--- config.mk ---
export PLATFORM = sky130hd
export DESIGN_NAME = jtkunio_paldma
export DESIGN_NICKNAME = d
export VERILOG_FILES = /design/src/rtl/jtkunio_pkg.sv /design/src/rtl/jtkunio_paldma_mux.sv /design/src/rtl/jtkunio_paldma.sv
export SDC_FILE = /design/constraint.sdc
export NUM_CORES = 1
export LEC_CHECK = 0
export ABC_CLOCK_PERIOD_IN_PS = 6500
export CORE_MARGIN = 2
export CORE_UTILIZATION = 54
export DETAILED_ROUTE_END_ITERATION = 6
export PLACE_DENSITY = 0.93
export SETUP_SLACK_MARGIN = 0.4
export SLEW_MARGIN = 0
export SYNTH_ARGS = -nofsm -noshare
export SYNTH_HDL_FRONTEND = slang
export SYNTH_SLANG_ARGS = --single-unit
--- constraint.sdc ---
create_clock -name clk -period 6.5 [get_ports clk]
set_clock_uncertainty 0.2 [all_clocks]
set_input_delay 0.65 -clock clk [delete_from_list [all_inputs] [get_ports clk]]
set_output_delay 0.65 -clock clk [all_outputs]
set_load 0.005 [all_outputs]
--- src/rtl/jtkunio_pkg.sv ---
// Shared types and constants for the jtkunio palette loader.
package jtkunio_pkg;

    localparam int unsigned PAL_AW  = 9;
    localparam int unsigned DEF_LEN = 512;

    typedef enum logic [2:0] {
        IDLE   = 3'd0,
        WAITVB = 3'd1,
        REQ    = 3'd2,
        WR     = 3'd3,
        FIN    = 3'd4
    } paldma_state_t;

endpackage

--- src/rtl/jtkunio_paldma_mux.sv ---
// Registered arbitration of the colmix palette bus between the CPU and the loader.
// The CPU always wins; the loader is told to hold its write for another cycle.
module jtkunio_paldma_mux
    import jtkunio_pkg::*;
#(
    parameter int unsigned AW = PAL_AW
)(
    input  logic          clk,
    input  logic          rst_n,
    input  logic          cpu_pal_cs,
    input  logic          cpu_wrn,
    input  logic [AW-1:0] cpu_addr,
    input  logic [7:0]    cpu_dout,
    input  logic          dma_req,
    input  logic [AW-1:0] dma_addr,
    input  logic [7:0]    dma_data,
    output logic          defer_c,
    output logic          pal_cs,
    output logic          pal_wrn,
    output logic [AW-1:0] pal_addr,
    output logic [7:0]    pal_din
);

    // A loader write collides with any CPU access in the same cycle
    assign defer_c = dma_req & cpu_pal_cs;

    // One-cycle registered bus: CPU first, then loader write, else idle
    always_ff @(posedge clk or negedge rst_n) begin
        if (!rst_n) begin
            pal_cs   <= 1'b0;
            pal_wrn  <= 1'b1;
            pal_addr <= '0;
            pal_din  <= '0;
        end else if (cpu_pal_cs) begin
            pal_cs   <= 1'b1;
            pal_wrn  <= cpu_wrn;
            pal_addr <= cpu_addr;
            pal_din  <= cpu_dout;
        end else if (dma_req) begin
            pal_cs   <= 1'b1;
            pal_wrn  <= 1'b0;
            pal_addr <= dma_addr;
            pal_din  <= dma_data;
        end else begin
            pal_cs   <= 1'b0;
            pal_wrn  <= 1'b1;
        end
    end

endmodule

--- src/rtl/jtkunio_paldma.sv ---
// Palette loader: copies LEN bytes from ROM into the colmix palette RAM during vblank.
module jtkunio_paldma
    import jtkunio_pkg::*;
#(
    parameter int unsigned AW     = PAL_AW,
    parameter int unsigned ROM_AW = 17,
    parameter int unsigned LEN    = DEF_LEN
)(
    input  logic              clk,
    input  logic              rst_n,
    input  logic              LVBL,
    input  logic              start,
    input  logic [ROM_AW-1:0] base,
    output logic              rom_cs,
    output logic [ROM_AW-1:0] rom_addr,
    input  logic [7:0]        rom_data,
    input  logic              rom_ok,
    input  logic              cpu_pal_cs,
    input  logic              cpu_wrn,
    input  logic [AW-1:0]     cpu_addr,
    input  logic [7:0]        cpu_dout,
    output logic              pal_cs,
    output logic              pal_wrn,
    output logic [AW-1:0]     pal_addr,
    output logic [7:0]        pal_din,
    output logic              busy,
    output logic              done
);

    // index carries one extra bit so a full 2^AW transfer can be counted
    localparam int unsigned  IW   = AW + 1;
    localparam logic [IW-1:0] LAST = IW'(LEN - 1);

    paldma_state_t     state, state_nxt;
    logic [IW-1:0]     index, index_nxt;
    logic [ROM_AW-1:0] base_l, base_nxt;
    logic [7:0]        data_l, data_nxt;
    logic              dma_req_c;
    logic              defer_c;

    assign dma_req_c = (state == WR);

    // Next-state logic; blank end is only honoured between bytes
    always_comb begin
        state_nxt = state;
        index_nxt = index;
        base_nxt  = base_l;
        data_nxt  = data_l;
        case (state)
            IDLE: begin
                if (start) begin
                    base_nxt  = base;
                    index_nxt = '0;
                    state_nxt = LVBL ? WAITVB : REQ;
                end
            end
            WAITVB: begin
                if (!LVBL) state_nxt = REQ;
            end
            REQ: begin
                // rom_cs is held until the ROM answers, even past blank end
                if (rom_ok) begin
                    data_nxt  = rom_data;
                    state_nxt = WR;
                end
            end
            WR: begin
                if (!defer_c) begin
                    if (index == LAST) begin
                        state_nxt = FIN;
                    end else begin
                        index_nxt = index + IW'(1);
                        state_nxt = LVBL ? WAITVB : REQ;
                    end
                end
            end
            FIN: begin
                state_nxt = IDLE;
            end
            default: begin
                state_nxt = IDLE;
            end
        endcase
    end

    // State, datapath and registered status outputs
    always_ff @(posedge clk or negedge rst_n) begin
        if (!rst_n) begin
            state    <= IDLE;
            index    <= '0;
            base_l   <= '0;
            data_l   <= '0;
            rom_cs   <= 1'b0;
            rom_addr <= '0;
            busy     <= 1'b0;
            done     <= 1'b0;
        end else begin
            state  <= state_nxt;
            index  <= index_nxt;
            base_l <= base_nxt;
            data_l <= data_nxt;
            rom_cs <= (state_nxt == REQ);
            if (state_nxt == REQ) begin
                rom_addr <= base_nxt + ROM_AW'(index_nxt);
            end
            busy <= (state_nxt == WAITVB) || (state_nxt == REQ) || (state_nxt == WR);
            done <= (state_nxt == FIN);
        end
    end

    jtkunio_paldma_mux #(
        .AW(AW)
    ) u_mux (
        .clk        (clk),
        .rst_n      (rst_n),
        .cpu_pal_cs (cpu_pal_cs),
        .cpu_wrn    (cpu_wrn),
        .cpu_addr   (cpu_addr),
        .cpu_dout   (cpu_dout),
        .dma_req    (dma_req_c),
        .dma_addr   (index[AW-1:0]),
        .dma_data   (data_l),
        .defer_c    (defer_c),
        .pal_cs     (pal_cs),
        .pal_wrn    (pal_wrn),
        .pal_addr   (pal_addr),
        .pal_din    (pal_din)
    );

endmodule

==> results of run 1 <==
routing by layer:
metal  vias up  share of wire
met5         -              0
met4         0          0.022
met3        18          0.051
met2        94           0.51
met1      1542           0.42
li1       1499              -
registers in the layout, indices dropped and copies added (netlist names):
signal	flops
u_mux.pal_wrn	1
rom_cs	1
rom_addr	17
state	3
u_mux.pal_addr	9
u_mux.pal_cs	1
index	10
done	1
base_l	17
busy	1
data_l	8
u_mux.pal_din	8
final timing paths:
kind                       slack (ns)                      end
setup / recovery                 2.29  rom_addr[8]$_DFFE_PN0P_
setup reg to reg                 2.35  rom_addr[8]$_DFFE_PN0P_
hold reg to reg                  0.28      base_l[2]$_DFF_PN0_
hold / removal                   0.22    data_l[0]$_DFFE_PN0P_
max in group asynchronous        5.23       index[2]$_DFF_PN0_
min in group clk                 0.28      base_l[2]$_DFF_PN0_
where the power goes:
group	internal [mW]	total, mW	switching (mW)
clock	0.226	0.401	0.175
combinational	0.482	0.925	0.442
sequential	0.654	0.763	0.109
cell families (layout without fill, tap and decap cells):
kind of cell / after synthesis / in the layout
buffers and inverters: 20 / 112
AND/OR/NAND/NOR: 129 / 129
flip-flops: 77 / 77
XOR/XNOR: 9 / 9
AO/OA/AOI/OAI: 79 / 79
adder cells (fa/ha/maj): 12 / 12
multiplexers: 44 / 44
metrics by stage:
stage,total power [mW],utilization,hold WS [ns],instances
3_5_place_dp,1.69,0.680,0.264,545
3_3_place_gp,1.64,0.680,0.261,545
5_1_grt,2.23,0.711,0.320,561
2_1_floorplan,1.35,-,0.154,370
6_report,2.09,0.711,0.219,561
4_1_cts,2.10,0.711,0.287,561
cells in the final DEF, fill, tap and decap left out, drive strengths merged, types with 3 or more instances in the layout:
cell and n:
a21o 5, a21oi 15, and3 8, buf 5
clkbuf 10, clkdlybuf4s50 86, clkinv 3, dfrtp 76
ha 11, inv 5, mux2 20, mux2i 24
nand2 76, nand3 6, nand3b 4, nand4 7
nor2 7, nor3 6, o21ai 35, o31ai 7
xnor2 7
worst reg2reg max path: cells and delay by family, from the launching register on:
family,cells,cell delay (ns)
fa+ha+maj,3,0.98
simple gates,3,0.96
compound gates,3,0.77
mux,2,0.49
flops,1,0.46
xor+xnor,1,0.17
layout make-up:
| cell class | count | share of cell area |
|---|---|---|
| multi-input cells | 273 | 0.369 |
| flip-flops and latches | 77 | 0.380 |
| repair buffers | 91 | 0.177 |
| inverters | 5 | 0.00518 |
| well taps | 99 | 0.0244 |
| clock inverters | 6 | 0.0170 |
| clock buffers | 10 | 0.0271 |
==> impl_metrics.ini, run 1 <==
[die]
coreArea_um2 = 7140
die-area_um2 = 7940
start_util = 0.548
rows = 31
ios = 88
die_h_um = 89.1
die_w_um = 89.1

[drt]
vias = 3153
avgRoutedWirePerCell_um = 16.6
dr.first_iter.drc_count = 257
ant_nets = 0
first_pass_iters = 4
drc = 0
postRouteWirelength_um = 9340
vias_per_cell = 5.62

[synth]
synth.top_cell.area_share = 0.486
synth_fp_nets = 431
syn_inst = 370
yosys.area_share.xor_xnor = 0.0202
avgSynthCellArea_um2 = 10.6
async_reset_ff_frac = 1.00
ys_ff_latch = 77
synth_top_family_by_area = simple AND/OR/NAND/NOR gates
synth_cell_types = 58
syn-cell-area_um2 = 3910
ys_warn_count = 0
synth_compound_area_frac = 0.127
synthTopCellsByCount = dfrtp_1 (76), nand2_1 (76), o21ai_0 (35)
synthTopCellsByArea = dfrtp_1 (49%), nand2_1 (7.3%), mux2i_1 (6.1%)
yosysTopAreaCell = dfrtp_1
synth-simple-area-share = 0.164
synth_fa_ha_area_frac = 0.0403
synth_edf_count = 0
synth_mux_area_frac = 0.128
synth_top_flop_cell = dfrtp_1
ys_seq_area_frac = 0.493

[sta]
post-route-min-period_ns = 4.21
setup-tns-final_ns = 0
slew_violations = 0
max_freq_mhz = 238
finalCritPeriodShare = 0.647
hold_viol = 0
worstMarginPinSlew_ns = 0.954
rsz0062_at_grt = no
setup_slack_ns = 2.29
setup_viol = 0
slew_headroom = 0.364

[global_route]
gr-usage-met3 = 0.0600
gr-max-usage-layer = met2
grt_use_total = 0.256
antenna_found_initial = 0
globalRouteMet1Util = 0.324
grt_pass1_vias = 3243
grt.overflow.total = 0
grt_max_degree = 78
grt_pass1_wl_um = 15500
grtUsageMet2 = 0.430

[setup_path]
slowest_stage = or4b_1
crit_cells = 11
rr_startpoint = index[0]$_DFF_PN0_
cp.required_ns = 6.54
cp_top_family = simple AND/OR/NAND/NOR gates
path_class = input port to flop
startpoint = start
cp_data_arrival_time_ns = 4.25
critical_path_buf_inv_count = 1
end_kind = flop
reg2regPathDepth = 12
cp_max_fo = 22
crit_path_cell_trace = clkdlybuf4s50_1, or4b_1, nand2_1, mux2i_1, ha_1, fa_1, a21o_1, a221oi_1, o21ai_0, xor2_1, mux2_4
worstSetupStartpointType = input port
cpPeakStageDelay_ns = 0.83

[clocking]
root_buffer = clkbuf_8
clk_pin_slew_ns = 0.08
htree_num_levels = 3
cts_tree = done
clock_path_buffers = 2
insertion_delay_ns = 0.35
cts_buffers = 9
post_cts_resized = 0
cts_hold_buf = 0
clock_sinks = 77
post_cts_buffers = 0

[worst_hold_path]
hp-class = input port to asynchronous set/reset pin

[cells_and_area]
multi_input_area_um2 = 1880
seq_area_um2 = 1930
diodes = 0
areaGrowthSynthToFinish_pct = 29.8
finalInstanceArea_um2 = 5080
nets = 518
drive_gt1_frac = 0.119
fillers = 521

[placement]
place_ws_ns = 1.96
hpwlAfterDp_um = 6700
numPortBuffers = 87
dpl_cell_area_um2 = 4850
place_congestion = 0.896

[power_and_ir_drop]
leakage_nw = 2.36
powerDensity_nw_per_um2 = 412
peakVddDrop_mv = 0.146

[job]
max-cap-violations = 0

[status]
status = complete, no violations
(Power assumes the default switching activity.)
==> run 2, diff against run 1 <==
--- a/config.mk
+++ b/config.mk
@@ -5,11 +5,11 @@
 export SDC_FILE = /design/constraint.sdc
 export NUM_CORES = 1
 export LEC_CHECK = 0
-export ABC_CLOCK_PERIOD_IN_PS = 6500
+export ABC_CLOCK_PERIOD_IN_PS = 3660
 export CORE_MARGIN = 2
-export CORE_UTILIZATION = 54
+export CORE_UTILIZATION = 46
 export DETAILED_ROUTE_END_ITERATION = 6
-export PLACE_DENSITY = 0.93
+export PLACE_DENSITY = 0.85
 export SETUP_SLACK_MARGIN = 0.4
 export SLEW_MARGIN = 0
 export SYNTH_ARGS = -nofsm -noshare
==> constraint.sdc (replaced) <==
create_clock -name clk -period 3.66 [get_ports clk]
set_clock_uncertainty 0.2 [all_clocks]
set_input_delay 0.366 -clock clk [delete_from_list [all_inputs] [get_ports clk]]
set_output_delay 0.366 -clock clk [all_outputs]
set_load 0.005 [all_outputs]
==> impl_metrics.ini, run 2 (same netlist as run 1, synthesis figures left out) <==
[cells_and_area]
utilization = 0.697
seq_area_um2 = 1940
nets = 560
final_cell_mix = clkdlybuf4s50_1 (86), nand2_1 (74), dfrtp_1 (67)
final_cells = 609
reg_top3 = base_l x17, rom_addr x17, index x10
drive_gt1_frac = 0.276
diodes = 0
final_common_cell = clkdlybuf4s50_1
areaGrowthSynthToFinish_pct = 46.3
multi_input_area_um2 = 2140
fillers = 563

[die]
start_util = 0.476
die-area_um2 = 9260
die_h_um = 96.2
coreArea_um2 = 8220
rows = 33
die_w_um = 96.2
ios = 88

[drt]
vias = 3513
avgRoutedWirePerCell_um = 18.4
postRouteWirelength_um = 11200
first_pass_iters = 5
vias_per_cell = 5.77
drc = 0
ant_nets = 0
dr.first_iter.drc_count = 278

[placement]
placed_cells = 561
numPortBuffers = 87
hpwlAfterDp_um = 6730
place_congestion = 0.891

[clocking]
clock_sinks = 77
clock_path_buffers = 2
insertion_delay_ns = 0.36
htree_num_levels = 3
root_buffer = clkbuf_8
clk_pin_slew_ns = 0.08
cts_buffers = 9
cts_tree = done

[setup_path]
cp.required_ns = 3.72
cp_top_family = compound AO/OA/AOI/OAI gates
end_kind = flop
crit_path_cell_trace = clkdlybuf4s50_1, buf_4, o41ai_2, a21oi_1, o21ai_1, o31ai_2, ha_1, o21ai_0, a32oi_2, o21a_4, a41oi_1, o31ai_2
worstSetupStartpointType = input port
critical_path_buf_inv_count = 2
path_class = input port to flop
cp_data_arrival_time_ns = 3.45
slowest_stage = clkdlybuf4s50_1
cpPeakStageDelay_ns = 0.58
cp_max_fo = 18
cp_common_cell = o31ai_2

[worst_hold_path]
hp-class = flop to flop

[power_and_ir_drop]
leakage_nw = 2.60
powerDensity_nw_per_um2 = 740
peakVddDrop_mv = 0.453

[status]
status = complete, no violations

[sta]
hold_viol = 0
max_freq_mhz = 295
slew_headroom = 0.301
worstMarginPinSlew_ns = 1.03
slew_violations = 0
finalCritPeriodShare = 0.927
setup_viol = 0
setup-tns-final_ns = 0
rsz0062_at_grt = yes
post-route-min-period_ns = 3.39

[global_route]
grt.overflow.total = 0
grt_pass1_vias = 3313
antenna_found_initial = 0
grt_pass1_wl_um = 15700
grt_use_total = 0.222
grt_max_degree = 78

[job]
max-cap-violations = 0
## run 2: cell count changes in the layout (fill, tap and decap cells not counted), sizes merged
cell | previous run | this run
clkbuf | 10 | 11
clkinvlp | 1 | 0
dlymetal6s2s | 0 | 1
clkinv | 3 | 2
buf | 5 | 45
dlygate4sd3 | 0 | 1
bufinv | 2 | 3
## run 2: per-stage QoR
step / area [um2] / setup slack (ns) / hold slack, ns / total power, mW
3_5_place_dp: 4980 / 0.0728 / 0.265 / 3.07
4_1_cts: 5320 / 0.391 / 0.283 / 3.92
2_1_floorplan: 3960 / 0.407 / -0.130 / 2.42
3_3_place_gp: 4980 / 0.141 / 0.259 / 3.01
6_report: 5720 / 0.265 / 0.282 / 4.24
5_1_grt: 5720 / 0.191 / 0.316 / 4.46
## run 2: layout make-up
class | instances | area share
clock inverters | 5 | 0.0188
repair buffers | 133 | 0.216
clock buffers | 11 | 0.0247
inverters | 5 | 0.00459
well taps | 105 | 0.0230
flip-flops and latches | 77 | 0.339
multi-input cells | 273 | 0.374
## run 2: repair_timing
item,4_1_cts,5_1_grt
pin swaps,4,18
endpoints found under the setup margin,12,12
setup buffers,6,25
hold buffers,1,0
resized for setup,13,39
endpoints found under the hold margin,13,0
## run 2: path summary, 6_finish.rpt
check                                    startpoint                  endpoint  slack (ns)  cells past startpoint
worst max-delay path                     cpu_pal_cs  rom_addr[16]$_DFFE_PN0P_        0.27                     12
worst min-delay path            base_l[7]$_DFF_PN0_       base_l[7]$_DFF_PN0_        0.28                      2
worst max register to register   state[1]$_DFF_PN0_  rom_addr[16]$_DFFE_PN0P_        0.30                     12
worst min register to register  base_l[7]$_DFF_PN0_       base_l[7]$_DFF_PN0_        0.28                      2
max in group asynchronous                     rst_n        state[2]$_DFF_PN0_        2.08                      2
min in group asynchronous                     rst_n          rom_cs$_DFF_PN0_        0.49                      2
## run 2: power breakdown
part	switching, mW	leakage [nW]	internal, mW
Combinational	0.984	1.53	1.11
Sequential	0.177	0.947	1.17
Clock	0.330	0.124	0.474
## run 2: tightest hold or removal path: stages (launching register included)
cell,delay (ns)
dfrtp_1,0.33
nand2_1,0.04
nand2_1,0.08
## run 2: metal layers
layer,global-route usage,wire length [um]
met2,0.370,5730
met1,0.291,4550
met3,0.0454,679
met5,0,0
met4,0.0655,229
==> RTL edit 1, RTL diff (settings of run 2) <==
Register the input `cpu_dout` before use, without a reset. The logic sees it one clock later. The other inputs are not delayed to match.
--- a/src/rtl/jtkunio_paldma.sv
+++ b/src/rtl/jtkunio_paldma.sv
@@ -32,2 +32,8 @@
     localparam logic [IW-1:0] LAST = IW'(LEN - 1);
+
+    logic [7:0] cpu_dout_q;
+
+    always_ff @(posedge clk) begin
+        cpu_dout_q <= cpu_dout;
+    end
 
@@ -118,3 +124,3 @@
         .cpu_addr   (cpu_addr),
-        .cpu_dout   (cpu_dout),
+        .cpu_dout   (cpu_dout_q),
         .dma_req    (dma_req_c),
Function: changed (a bounded check fails within 4 cycles, from zero or initial values and one cycle with rst_n low).
==> RTL edit 1 against run 2 <==
Clock power down 23%. Sequential power up 9%. Synthesized area up 1.5%. Worst setup slack worse by 62 ps. Register-to-register slack worse by 96 ps. Largest power group unchanged. Critical path depth unchanged. Critical endpoint unchanged. Critical path type is now register to register. Wire length down 4.6%. Power down 1.9%. Final area down 2.0%. First-iteration DRC count down 12%. Count of clock-buffer cells in the layout down 2. Sequential cell count up 8.
==> RTL edit 1: results (changes against run 2) <==
drt:
  dr.pass1.iters: 5  # unchanged
  via_count: 3493  # -0.57%
  m1WireLength_mm: 4.252  # -6.4%
  wl_per_cell_um: 16.99  # -7.5%
  routed_via_density: 5.562  # -3.6%
  wl_met3_um: 582  # -14%
  wl_met2_mm: 5.483  # -4.2%
  drt-initial-drc-count: 244  # -12%
cells_and_area:
  reg_top3: "base_l x17, rom_addr x17, index x10"
  drive_gt1_frac: 0.2141  # -0.06164
  fillers: 607  # +7.8%
  diodes: 0  # unchanged
  nets: 579  # +3.4%
critical_path:
  cp_top_family: "simple AND/OR/NAND/NOR gates"
  critPathMaxStageDelay_ps: 430  # -150 ps
  crit_path_top_delay_cell: "dfrtp_2"
  crit_arrival_ps: 3510  # +60 ps
  r2r_cells: 12  # unchanged
  regToRegStartpoint: "state[2]"
  crit_fanout: 5  # -13
  critPathLaunchType: "register"
  r2r_slack_ps: 200  # -100 ps
  cp-end-kind: "register"
power_and_ir_drop:
  p_leak_nw: 2.526  # -2.9%
  p_sw_frac: 0.3777  # +0.02584
  peakVddDrop_uv: 362.2  # -20%
clock_network:
  clock_path_buffers: 2  # unchanged
  clk_latency_ps: 360  # about the same
  cts-htree-levels: 3  # unchanged
  numCtsBuffers: 9  # unchanged
  clk_pin_slew_ps: 90
global_route:
  use_met3: 0.06142  # +0.01600
  grt_pass1_vias: 3400  # +2.6%
  grt_pass1_wl_mm: 16.48  # +4.7%
  grt_max_degree: 78  # unchanged
  met2_usage: 0.3686  # -0.001781
  met1_usage: 0.2625  # -0.02820
  track_usage: 0.2186  # -0.003039
run_status:
  status: "completed"
yosys:
  synth_ff_type: "dfrtp_1"
  synthTopCellsByCount: "nand2_1, dfrtp_1, o21ai_0"
  async_flop_share: 0.9059  # -0.09412
  syn_avg_cell_area_um2: 10.13  # -4.2%
  syn_nets: 453  # +5.1%
  ys_seq_area_frac: 0.5258  # +0.03287
  synth_cell_type_count: 54  # -6.9%
  synth_area_leaders: "dfrtp_1, nand2_1, mux2i_1, o21ai_0, dfxtp_1"
placed_design:
  globalplace.congestion: 0.8416  # -5.5%
  dp.cells: 590  # +5.2%
  placed_cell_area_um2: 5081  # +2.1%
  hpwlAfterDp_mm: 6.789  # +0.82%
  place_ws_ps: -75.79  # -148.6 ps
  portBuffers: 87  # unchanged
timing:
  fmax_ghz: 0.2893  # -1.8%
  tightest_slew_ps: 1089  # +55.43 ps
min_path:
  worstHoldPathType: "input pin to register"
[RTL edit 1: changes by cell type after synthesis, moves of 8 or more]
cell     delta
nand2_1    +13
dfxtp_1     +8
o21ai_0    +12
mux2_4      -8
[RTL edit 1: repair_timing]
item / 4_1_cts / 5_1_grt
pin swaps: 9 / 10
buffers inserted: 10 / 11
hold buffers: 1 / 0
setup endpoints to repair: 11 / 11
gates resized for setup: 25 / 18
cloned: 0 / 0
endpoints found under the hold margin: 28 / 0
[RTL edit 1: cell type report]
cell class	instances	area [um2]	share of cell area
inverters	8	30.03	0.005354
repair buffers	133	1220	0.2175
clock buffers	9	123.9	0.02208
clock inverters	7	57.56	0.01026
multi-input cells	281	1951	0.3478
well taps	105	131.4	0.02342
flip-flops and latches	85	2096	0.3736
[RTL edit 1: power groups by stage]
stage                     registers, mW  logic [mW]  clock network (mW)
after floorplan                    1.45        1.10                   0
after global placement             1.47        1.77                   0
after detailed placement           1.48        1.82                   0
after CTS                          1.45        1.95               0.633
after global routing               1.50        2.27               0.672
final                              1.46        2.08               0.622
[RTL edit 1: worst min-delay path by stage]
stage	startpoint	endpoint	slack, ps	cells after the start
after floorplan	rst_n	base_l[0]	-130	0
after global placement	cpu_dout_q[5]	u_mux.pal_din[5]	220	2
after detailed placement	cpu_dout_q[5]	u_mux.pal_din[5]	220	2
after CTS	cpu_dout[6]	cpu_dout_q[6]	220	1
after global routing	cpu_dout[6]	cpu_dout_q[6]	210	1
final	cpu_dout[5]	cpu_dout_q[5]	230	1
[RTL edit 1: cells by family after synthesis]
logic type	share of synthesized area
AOI/OAI and AO/OA	0.1226
and+or+nand+nor	0.1585
buffers and inverters	0.02993
DFF	0.5258
adders and majority gates	0.03970
xor gates and xnor gates	0.03088
muxes	0.09263
==> RTL edit 2, RTL diff (settings of run 2) <==
Made on the original files. Change the parameter `ROM_AW` from 17 to 34.
--- a/src/rtl/jtkunio_paldma.sv
+++ b/src/rtl/jtkunio_paldma.sv
@@ -5,3 +5,3 @@
     parameter int unsigned AW     = PAL_AW,
-    parameter int unsigned ROM_AW = 17,
+    parameter int unsigned ROM_AW = 34,
     parameter int unsigned LEN    = DEF_LEN
Ports: changed (resized base and rom_addr); port bits go from 88 to 122. The function was not compared with the original's and may differ.
==> RTL edit 2 against run 2 <==
The run now ends with negative setup slack left. Clock power rose by 20%. Final area rose by 58%. Maximum frequency fell by 12%. Worst setup slack got worse by 440 ps. Synthesized area rose by 53%. Sequential cell count rose by 34. Register-to-register slack got worse by 480 ps. Power rose by 52%. Die area rose by 50%. Wire length rose by 91%. Final cell count rose by 67%. Count of clock-buffer cells in the layout fell by 1.
==> RTL edit 2: results (changes against run 2) <==
timing:
  layout_setup_ws_ps: -177.4  # -442.8 ps
  setup_viol: 18  # +18
  tightest_slew_ps: 905.7  # -128.0 ps
global_route:
  track_usage: 0.2840  # +0.06240
  grt_pass1_vias: 6067  # +83%
  grt_max_degree: 59  # -24%
critical_path:
  r2r_cells: 16  # +4
  crit_fanout: 4  # -14
  critPathMaxStageDelay_ps: 400  # -180 ps
  crit_path_top_delay_cell: "dfrtp_1"
cells_and_area:
  nets: 920  # +64%
  reg_top3: "base_l x34, rom_addr x34, index x10"
drt:
  wl_per_cell_um: 21.01  # +14%
  routed_wl_mm: 21.41  # +91%
  routed_via_density: 6.121  # +6.1%
placed_design:
  dp.cells: 970  # +73%
  hpwlAfterDp_mm: 13.03  # +93%
  place_ws_ps: -243.6  # -316.4 ps
  globalplace.congestion: 0.9934  # +12%
  portBuffers: 121  # +39%
run_status:
  status: "finished, violations left"
  failed_checks: "negative setup slack"
yosys:
  ys_seq_area_frac: 0.4648  # -0.02812
  synthTopCellsByCount: "nand2_1, dfrtp_1, o21ai_0"
  synth_cells: 643  # +74%
  synth_cell_type_count: 65  # +12%
  synth_area_leaders: "dfrtp_1, nand2_1, mux2i_1, o21ai_0, nand3_1"
power_and_ir_drop:
  p_leak_nw: 3.872  # +49%
  peakVddDrop_uv: 462.2  # +2.1%
clock_network:
  cts_root_buf: "clkbuf_16"
==> RTL edit 2: final timing paths <==
| path | start | end | slack, ps |
|---|---|---|---|
| max in group asynchronous | rst_n | u_mux.pal_wrn | 1990 |
| worst max register to register | index[5] | rom_addr[28] | -180 |
| worst min register to register | rom_addr[0] | rom_addr[0] | 290 |
| min in group asynchronous | rst_n | base_l[18] | 400 |
| worst max-delay path | index[5] | rom_addr[28] | -180 |
| worst min-delay path | rom_addr[0] | rom_addr[0] | 290 |
==> RTL edit 2: repair_timing <==
action	CTS	global route
hold buffers	1	0
endpoints found under the setup margin	29	30
buffers inserted	16	13
resized for setup	62	56
gates cloned	2	1
pin swaps	46	42
endpoints found under the hold margin	56	0
==> RTL edit 2: layer usage <==
layer  GRT usage  vias to the layer above
met5           0                        -
met3     0.06056                      100
met1      0.3787                     2999
met4      0.1024                        0
met2      0.4575                      437
li1            -                     2701
==> RTL edit 2: power by group <==
part / total, mW / switching, mW / internal [mW]
Sequential: 2.07 / 0.342 / 1.73
Clock: 0.967 / 0.483 / 0.484
Combinational: 3.41 / 1.81 / 1.60
==> RTL edit 2: kinds of logic after synthesis <==
family / after synthesis / synth area share
buffers and inverters: 54 / 0.03684
flip-flops: 111 / 0.4648
multiplexers: 44 / 0.07597
AO/OA/AOI/OAI: 129 / 0.1511
XOR/XNOR: 18 / 0.02637
adder cells (fa/ha/maj): 12 / 0.02637
AND/OR/NAND/NOR: 275 / 0.2185
==> RTL edit 2: through the flow <==
step / utilization / cell area, um2 / TNS [ps] / power (mW) / hold slack [ps]
2_1_floorplan: - / 6274 / -194.0 / 3.708 / -129.6
3_3_place_gp: 0.6292 / 7973 / -1208 / 4.846 / 255.9
3_5_place_dp: 0.6292 / 7973 / -3627 / 4.962 / 261.9
4_1_cts: 0.6848 / 8677 / 0 / 6.096 / 289.4
5_1_grt: 0.7136 / 9042 / -4055 / 6.811 / 323.9
6_report: 0.7136 / 9042 / -1696 / 6.451 / 292.4
==> RTL edit 2: cell type report <==
type	instances	area (um2)
Multi-Input combinational cell	479	3612
Clock inverter	6	42.54
Fill cell	834	3628
Sequential cell	111	2779
Tap cell	172	215.2
Clock buffer	10	239.0
Timing Repair Buffer	218	2063
Inverter	23	91.34
==> RTL edit 2: critical path: cells and delay by family, from the launching register on <==
| kind | cells | cell delay, ps |
|---|---|---|
| mux | 1 | 190 |
| buf+inv | 3 | 430 |
| flops | 1 | 400 |
| simple gates | 4 | 800 |
| fa+ha+maj | 2 | 550 |
| compound gates | 6 | 1140 |
